[config.mk]
export PLATFORM = sky130hd
export DESIGN_NAME = ie_stack_seq
export DESIGN_NICKNAME = d
export VERILOG_FILES = /design/src/rtl/ie_stack_seq.sv
export SDC_FILE = /design/constraint.sdc
export NUM_CORES = 1
export LEC_CHECK = 0
export BUFFER_PORTS_ARGS = -buffer_cell sky130_fd_sc_hd__buf_2
export CORE_ASPECT_RATIO = 1.75
export CORE_MARGIN = 8
export CORE_UTILIZATION = 54
export DETAILED_ROUTE_END_ITERATION = 6
export PLACE_DENSITY = 0.82
export SLEW_MARGIN = 20
export SYNTH_ARGS = -nofsm -noshare
export SYNTH_HDL_FRONTEND = slang
export SYNTH_SLANG_ARGS = --single-unit
export TNS_END_PERCENT = 5
[constraint.sdc]
create_clock -name clk -period 2.7 [get_ports clk]
set_input_delay 0.27 -clock clk [delete_from_list [all_inputs] [get_ports clk]]
set_output_delay 0.27 -clock clk [all_outputs]
set_load 0.01 [all_outputs]
[src/rtl/ie_stack_seq.sv]
// Stack push/pull sequencer: moves up to MAX_BYTES bytes to/from the stack page and owns sp.
// Latency: push len+1 cycles, pull len*(READ_LAT+1)+1 cycles to done; req_ready low while a transfer runs or sp_load is high.
// `STACK_WRAP_DETECT_EN adds a sticky stack_err output that flags sp wrap-around.
module ie_stack_seq #(
   parameter int         MAX_BYTES  = 3,
   parameter logic [7:0] STACK_PAGE = 8'h01,
   parameter int         READ_LAT   = 2,
   parameter logic [7:0] SP_RESET   = 8'hFF
) (
   input  logic                   clk,
   input  logic                   rst,
   input  logic                   req_valid,
   output logic                   req_ready,
   input  logic                   req_push,
   input  logic [2:0]             req_len,
   input  logic [8*MAX_BYTES-1:0] req_data,
   output logic [8*MAX_BYTES-1:0] rsp_data,
   output logic                   done,
   output logic                   busy,
   input  logic                   sp_load,
   input  logic [7:0]             sp_load_val,
   output logic [7:0]             sp,
   output logic [15:0]            mem_addr,
   output logic [7:0]             mem_data_out,
   output logic                   mem_write_en,
   output logic                   mem_read_en,
`ifdef STACK_WRAP_DETECT_EN
   output logic                   stack_err,
`endif
   input  logic [7:0]             mem_data_in
);
   localparam int         DW        = 8*MAX_BYTES;
   localparam logic [2:0] MAX_LEN   = 3'(MAX_BYTES);
   localparam logic [2:0] WAIT_LAST = 3'(READ_LAT - 1);

   typedef enum logic [2:0] {IDLE, PUSH, PULL_ISSUE, PULL_WAIT, FINISH} state_t;

   state_t        state;
   logic [2:0]    len_r;
   logic [2:0]    idx;
   logic [2:0]    wcnt;
   logic [DW-1:0] data_r;
   logic [2:0]    len_c;
   logic          accept;

   assign len_c     = (req_len > MAX_LEN) ? MAX_LEN : req_len;
   // FINISH counts as idle for new requests so back-to-back transfers lose no cycle.
   assign req_ready = ((state == IDLE) || (state == FINISH)) && !sp_load;
   assign accept    = req_valid && req_ready;

   always_ff @(posedge clk) begin
      if (!rst) begin
         state        <= IDLE;
         sp           <= SP_RESET;
         mem_addr     <= '0;
         mem_data_out <= '0;
         mem_write_en <= 1'b0;
         mem_read_en  <= 1'b0;
         done         <= 1'b0;
         busy         <= 1'b0;
         rsp_data     <= '0;
         len_r        <= '0;
         idx          <= '0;
         wcnt         <= '0;
         data_r       <= '0;
      end else begin
         mem_write_en <= 1'b0;
         mem_read_en  <= 1'b0;
         done         <= 1'b0;
         case (state)
            IDLE, FINISH: begin
               state <= IDLE;
               busy  <= 1'b0;
               if ((state == IDLE) && sp_load) begin
                  sp <= sp_load_val;
               end else if (accept) begin
                  busy   <= 1'b1;
                  len_r  <= len_c;
                  data_r <= req_data;
                  if (!req_push)
                     rsp_data <= '0;
                  // Bus outputs are registered, so the first byte is launched here.
                  if (len_c == 3'd0) begin
                     state <= FINISH;
                     done  <= 1'b1;
                  end else if (req_push) begin
                     state        <= PUSH;
                     idx          <= len_c - 3'd1;
                     mem_addr     <= {STACK_PAGE, sp};
                     mem_data_out <= 8'(req_data >> {len_c - 3'd1, 3'b000});
                     mem_write_en <= 1'b1;
                  end else begin
                     state       <= PULL_ISSUE;
                     idx         <= 3'd0;
                     mem_addr    <= {STACK_PAGE, sp + 8'd1};
                     mem_read_en <= 1'b1;
                  end
               end
            end
            PUSH: begin
               sp <= sp - 8'd1;
               if (idx == 3'd0) begin
                  state <= FINISH;
                  done  <= 1'b1;
               end else begin
                  idx          <= idx - 3'd1;
                  mem_addr     <= {STACK_PAGE, sp - 8'd1};
                  mem_data_out <= 8'(data_r >> {idx - 3'd1, 3'b000});
                  mem_write_en <= 1'b1;
               end
            end
            PULL_ISSUE: begin
               sp    <= sp + 8'd1;
               wcnt  <= 3'd0;
               state <= PULL_WAIT;
            end
            PULL_WAIT: begin
               if (wcnt == WAIT_LAST) begin
                  rsp_data <= rsp_data | (DW'(mem_data_in) << {idx, 3'b000});
                  if (idx == len_r - 3'd1) begin
                     state <= FINISH;
                     done  <= 1'b1;
                  end else begin
                     idx         <= idx + 3'd1;
                     mem_addr    <= {STACK_PAGE, sp + 8'd1};
                     mem_read_en <= 1'b1;
                     state       <= PULL_ISSUE;
                  end
               end else begin
                  wcnt <= wcnt + 3'd1;
               end
            end
            default: state <= IDLE;
         endcase
      end
   end

`ifdef STACK_WRAP_DETECT_EN
   always_ff @(posedge clk) begin
      if (!rst)
         stack_err <= 1'b0;
      else if ((state == IDLE) && sp_load)
         stack_err <= 1'b0;
      else if (((state == PUSH) && (sp == 8'h00)) || ((state == PULL_ISSUE) && (sp == 8'hFF)))
         stack_err <= 1'b1;
   end
`endif

endmodule

Word level (Yosys, flattened, before mapping)
Index checks and enable logic that the tools add are counted.
- flip-flop bits (word level): 96
- input port bits: 48
- output and inout bits: 61
- word-level logic and storage cells: 126
- add/sub/neg operators: 7
- $lt $le $gt $ge: 1
- equal/unequal tests: 17
- shift operators: 3
- multiplexer cells: 62
- bitwise gates (word level): 2
- reduce and logical (&&, ||, !) cells: 21
- operators with widths (cell ; count):
    16-bit 2-to-1 mux ; 6
    24-bit 2-to-1 mux ; 4
    8-bit 2-to-1 mux ; 7
    16-bit one-hot mux with 3 select lines ; 1
    24-bit one-hot mux with 2 select lines ; 1
    24-bit by 6-bit right shift with 8-bit output ; 2
    3-bit 2-to-1 mux ; 15
    24-bit bitwise OR ; 1
    8-bit one-hot mux with 3 select lines ; 1
    8-bit by 6-bit << shifter with 24-bit output ; 1
    2-bit inequality test, second input constant ; 11
    1-bit 2-to-1 mux ; 19
    8-bit one-hot mux with 2 select lines ; 1
    3-bit one-hot mux with 4 select lines ; 1
    3-bit logical NOT ; 3
    3-bit one-hot mux with 3 select lines ; 1
    3-bit by 1-bit subtractor with 3-bit output, second input constant ; 3
    8-bit by 1-bit adder with 8-bit output, second input constant ; 1
    8-bit by 1-bit subtractor with 8-bit output, second input constant ; 1
    7-bit AND reduction ; 1
    3-bit by 1-bit adder with 3-bit output, second input constant ; 2
    3-bit by 1-bit equality test with 1-bit output, second input constant ; 2
    3-bit by 2-bit equality test with 1-bit output, second input constant ; 2
    3-bit one-hot mux with 2 select lines ; 1
    17 further kinds ; 25

Depth between registers and ports, before layout
- depth after elaboration: 9
- gate-level depth with buffers: 10
- depth with buffers taken out: 8

Least setup slack after synthesis
Ideal clock, no wire load.
- kind: register -> register
- start point: register idx[0]
- end point: register mem_data_out[6]
- library setup time: 0.134 ns
- data arrival time: 2.294 ns
- required time: 2.566 ns
- slack: 0.272 ns
- stages on the path, launching flop included: 10
- path buffers: 3
- period minus slack after synthesis: 2.428 ns
- cell sequence: dfxtp_1 > clkinv_1 > clkbuf_1 > ha_1 > buf_2 > buf_1 > mux2i_1 > o21ai_0 > a22oi_1 > a211oi_1
- cells in the longest elaborated chain, start to end: 4
- elaborated cells on any way between the ends: 7
- those cells by class: add/sub (1); eq/ne (1); shift (1); mux (2); reduce/logical (2)
- RTL lines (item ; line ; source):
    start, declared ; 40 ; logic [2:0] idx;
    start signal, assigned ; 88 ; idx <= len_c - 3'd1;
    start signal, assigned ; 106 ; idx <= idx - 3'd1;
    start signal, assigned ; 124 ; idx <= idx + 3'd1;
    3-bit by 1-bit subtractor with 3-bit output ; 108 ; mem_data_out <= 8'(data_r >> {idx - 3'd1, 3'b000});
    24-bit by 6-bit right shift with 8-bit output ; 108 ;
    8-bit 2-to-1 mux ; 102 ; if (idx == 3'd0) begin
    8-bit one-hot mux with 2 select lines ; 70 ; case (state)
    end signal, assigned ; 90 ; mem_data_out <= 8'(req_data >> {len_c - 3'd1, 3'b000});
    end signal, assigned ; 108 ;
    end, declared ; 24 ; output logic [7:0] mem_data_out,
Several ways; a longest one is shown, not always the timed one. The select of a mux whose other input is x is not followed.
A chain may end at the register's enable or synchronous reset.

Final worst setup path
- start point: register state[0]
- end point: register rsp_data[7]
- cells in the longest elaborated chain, start to end: 6
- elaborated cells on any way between the ends: 15
- those cells by class: eq/ne (6); mux (1); reduce/logical (8)
- RTL lines (item ; line ; source):
    start, declared ; 38 ; state_t state;
    start signal, assigned ; 53 ; state <= IDLE;
    start signal, assigned ; 72 ; state <= IDLE;
    start signal, assigned ; 84 ; state <= FINISH;
    3-bit equality test / 3-bit logical NOT (equally long branches) ; 48, 70, 74 ;
    1-bit logical OR ; 48 ; assign req_ready = ((state == IDLE) || (state == FINISH)) && !sp_load;
    1-bit logical AND ; 48 ;
    1-bit logical AND ; 49 ; assign accept = req_valid && req_ready;
    2-bit inequality test (no source line) ; - ;
    5-bit AND reduction (no source line) ; - ;
    end signal, assigned ; 119 ; rsp_data <= rsp_data | (DW'(mem_data_in) << {idx, 3'b000});
    end, declared ; 17 ; output logic [8*MAX_BYTES-1:0] rsp_data,
Several ways; a longest one is shown, not always the timed one.

==> out/metrics.yaml <==
yosys-top-cells-area: "dfxtp_1 (39%), nand2_1 (5.8%), a21oi_1 (5.6%), nor2_1 (4.5%), mux2i_1 (4.4%)"
grt_pass1_wl_um: 21000
power_switching_share_pct: 31.5
tns_ns: 0
slowest_stage: "dfxtp_1"
die_h_um: 138
routed_wl_um: 13000
vias_per_cell: 5.99
peakVddDrop_v: 0.000487
io_pins: 109
overflow: 0
num_antenna_cells: 0
p_int_mw: 2.93
avgSynthCellArea_um2: 8.22
postCtsSetupRepairBufs: 0
first_pass_iters: 7
cp-start-kind: "flop"
cts.sinks: 89
clkTransAtPathRegs_ns: 0.06
cts-resized-gates: 0
die_width_um: 85.6
totalPowerFinal_mw: 4.28
p_seq_share_pct: 37.5
initialDrtViolationCount: 259
grt_max_degree: 38
start_util_pct: 55.4
drive_gt1_share_pct: 22.8
r2r_slack_ns: 0.29
drc: 0
synthCells: 557
yosys.cell_types.count: 67
pwr-share-comb_pct: 26.6
rsz0062_at_grt: "false"
grt_use_total_pct: 22.1
coreArea_mm2: 0.00826
worstPathRequired_ns: 2.98
area_growth_pct: 19.9
slowest_delay_ns: 0.68
finClkSkew_ns: 0.00395
ys_warn_count: 0
crit_chain: "or2_1 -> o22ai_1 -> or3b_4 -> nor4_4 -> a22o_1"
rows: 44
place_congestion: 0.923
cts_buffers: 9
maxCapViolCount: 0
dieArea_mm2: 0.0118
period_share_pct: 89.4
p_clk_share_pct: 36.0
layout_commonest_cell: "buf_2"
synth_edf_count: 0
critPathMaxFanout: 19
final_cell_mix: "buf_2 (101), dfxtp_1 (89), nand2_1 (71), nor2_1 (54), a21oi_1 (51)"
min_path_type: "in2reg"
fin_crit_ns: 2.41
slew_viol_final: 0
port_buffers: 101
ys_async_sr_fraction_pct: 0
synth_seq_area_share_pct: 38.9
nFillCells: 706
ant_nets: 0
critPathArrivalTime_ns: 2.70
fin_hold_ws_ns: 0.179
insertion_delay_ns: 0.34
clock_path_buffers: 2
nNetsFinal: 703
critPathKind: "reg2reg"
end_kind: "flop"
cts_tree: "yes"
max_freq_ghz: 0.414
tightest_slew_ns: 0.784
yosys.area.top_type: "dfxtp_1"
hold_buffers: 0
hpwl_um: 9770
finalHoldViolations: 0
cts-root-buf: "clkbuf_16"
setup_violations: 0
syn_area_mm2: 0.00458
ys_ff_latch: 89
relSlewSlack_pct: 47.0
power_switching_mw: 1.35
status: "finished, final reports clean"
leakagePower_nw: 2.33
grt_pass1_vias: 4500
routedWlPerCell_um: 17.6
synth_top_area_share_pct: 38.9
vias: 4439
antenna_found_initial: 0
pwr_density_cell_mw_per_mm2: 780
ys.flop_type: "dfxtp_1"
htree_levels: 3
[logic make-up after synthesis]
group	after synthesis	synth area share [%]
buf+inv	59	5.96
xor+xnor	15	3.20
fa+ha+maj	11	3.01
simple gates	192	20.3
other cells	2	0.164
mux	21	4.62
flops	89	38.9
compound gates	168	23.8
[path summary, 6_finish.rpt]
check                                     from          end  cells past startpoint
worst max-delay path                  state[0]  rsp_data[7]                      5
worst min-delay path            mem_data_in[0]  rsp_data[8]                      2
worst max register to register        state[0]  rsp_data[7]                      5
worst min register to register       data_r[0]    data_r[0]                      2
[flip-flops by register name, summed over array words and instances, names as in the netlist, 3 cells and up]
name	cells
data_r	24
rsp_data	24
mem_addr	9
mem_data_out	8
sp	8
idx	3
len_r	3
state	3
wcnt	3
[power by group through the flow]
stage,registers [mW],logic (mW),clock network [mW]
after floorplan,1.60,0.797,0
after global routing,1.62,1.25,1.62
after CTS,1.60,1.13,1.56
after detailed placement,1.63,1.12,0
after global placement,1.62,1.10,0
final,1.60,1.14,1.54
[worst max-delay path: cells and delay by family (launching register included)]
family          cells  cell delay [ns]
simple gates        3             1.23
flops               1             0.68
compound gates      2             0.45
[final cells by class]
type	instances	area, um^2	share of cell area, %
multi-input cells	416	2560	46.6
flip-flops and latches	89	1780	32.5
repair buffers	115	611	11.1
clock buffers	9	225	4.10
clock inverters	7	149	2.71
well taps	92	115	2.10
inverters	13	48.8	0.889
[per-layer routing]
layer	global-route usage, %	up-vias	wire (um)
li1	-	2137	-
met1	21.8	2066	4690
met2	41.3	196	7040
met3	4.48	40	791
met4	13.4	0	503
met5	0	-	0
[metrics by stage]
| step | utilization [%] | worst slack (ns) | cell area (um^2) | instances |
|---|---|---|---|---|
| 2_1_floorplan | - | 0.272 | 4600 | 564 |
| 3_3_place_gp | 61.9 | 0.420 | 5110 | 725 |
| 3_5_place_dp | 61.9 | 0.321 | 5110 | 725 |
| 4_1_cts | 66.4 | 0.283 | 5490 | 741 |
| 5_1_grt | 66.5 | 0.108 | 5490 | 741 |
| 6_report | 66.5 | 0.287 | 5490 | 741 |
[cells in the mapped netlist (3+ instances only)]
library cell	number
dfxtp_1	89
nand2_1	71
nor2_1	55
a21oi_1	51
o21ai_0	35
clkbuf_1	26
mux2i_1	20
a22o_1	16
nand3_1	16
a211oi_1	14
inv_1	12
ha_1	11
a22oi_1	10
xnor2_1	10
buf_2	8
buf_4	7
nor2b_1	6
o211ai_1	6
nor3_1	5
o22ai_1	5
and2_1	4
and3_1	4
nand2b_1	4
nor3b_1	4
xor2_1	4
a211o_1	3
a221oi_1	3
buf_1	3
nand3b_1	3
nand4_1	3
nor4_1	3
Power figures use the tool's default switching activity.
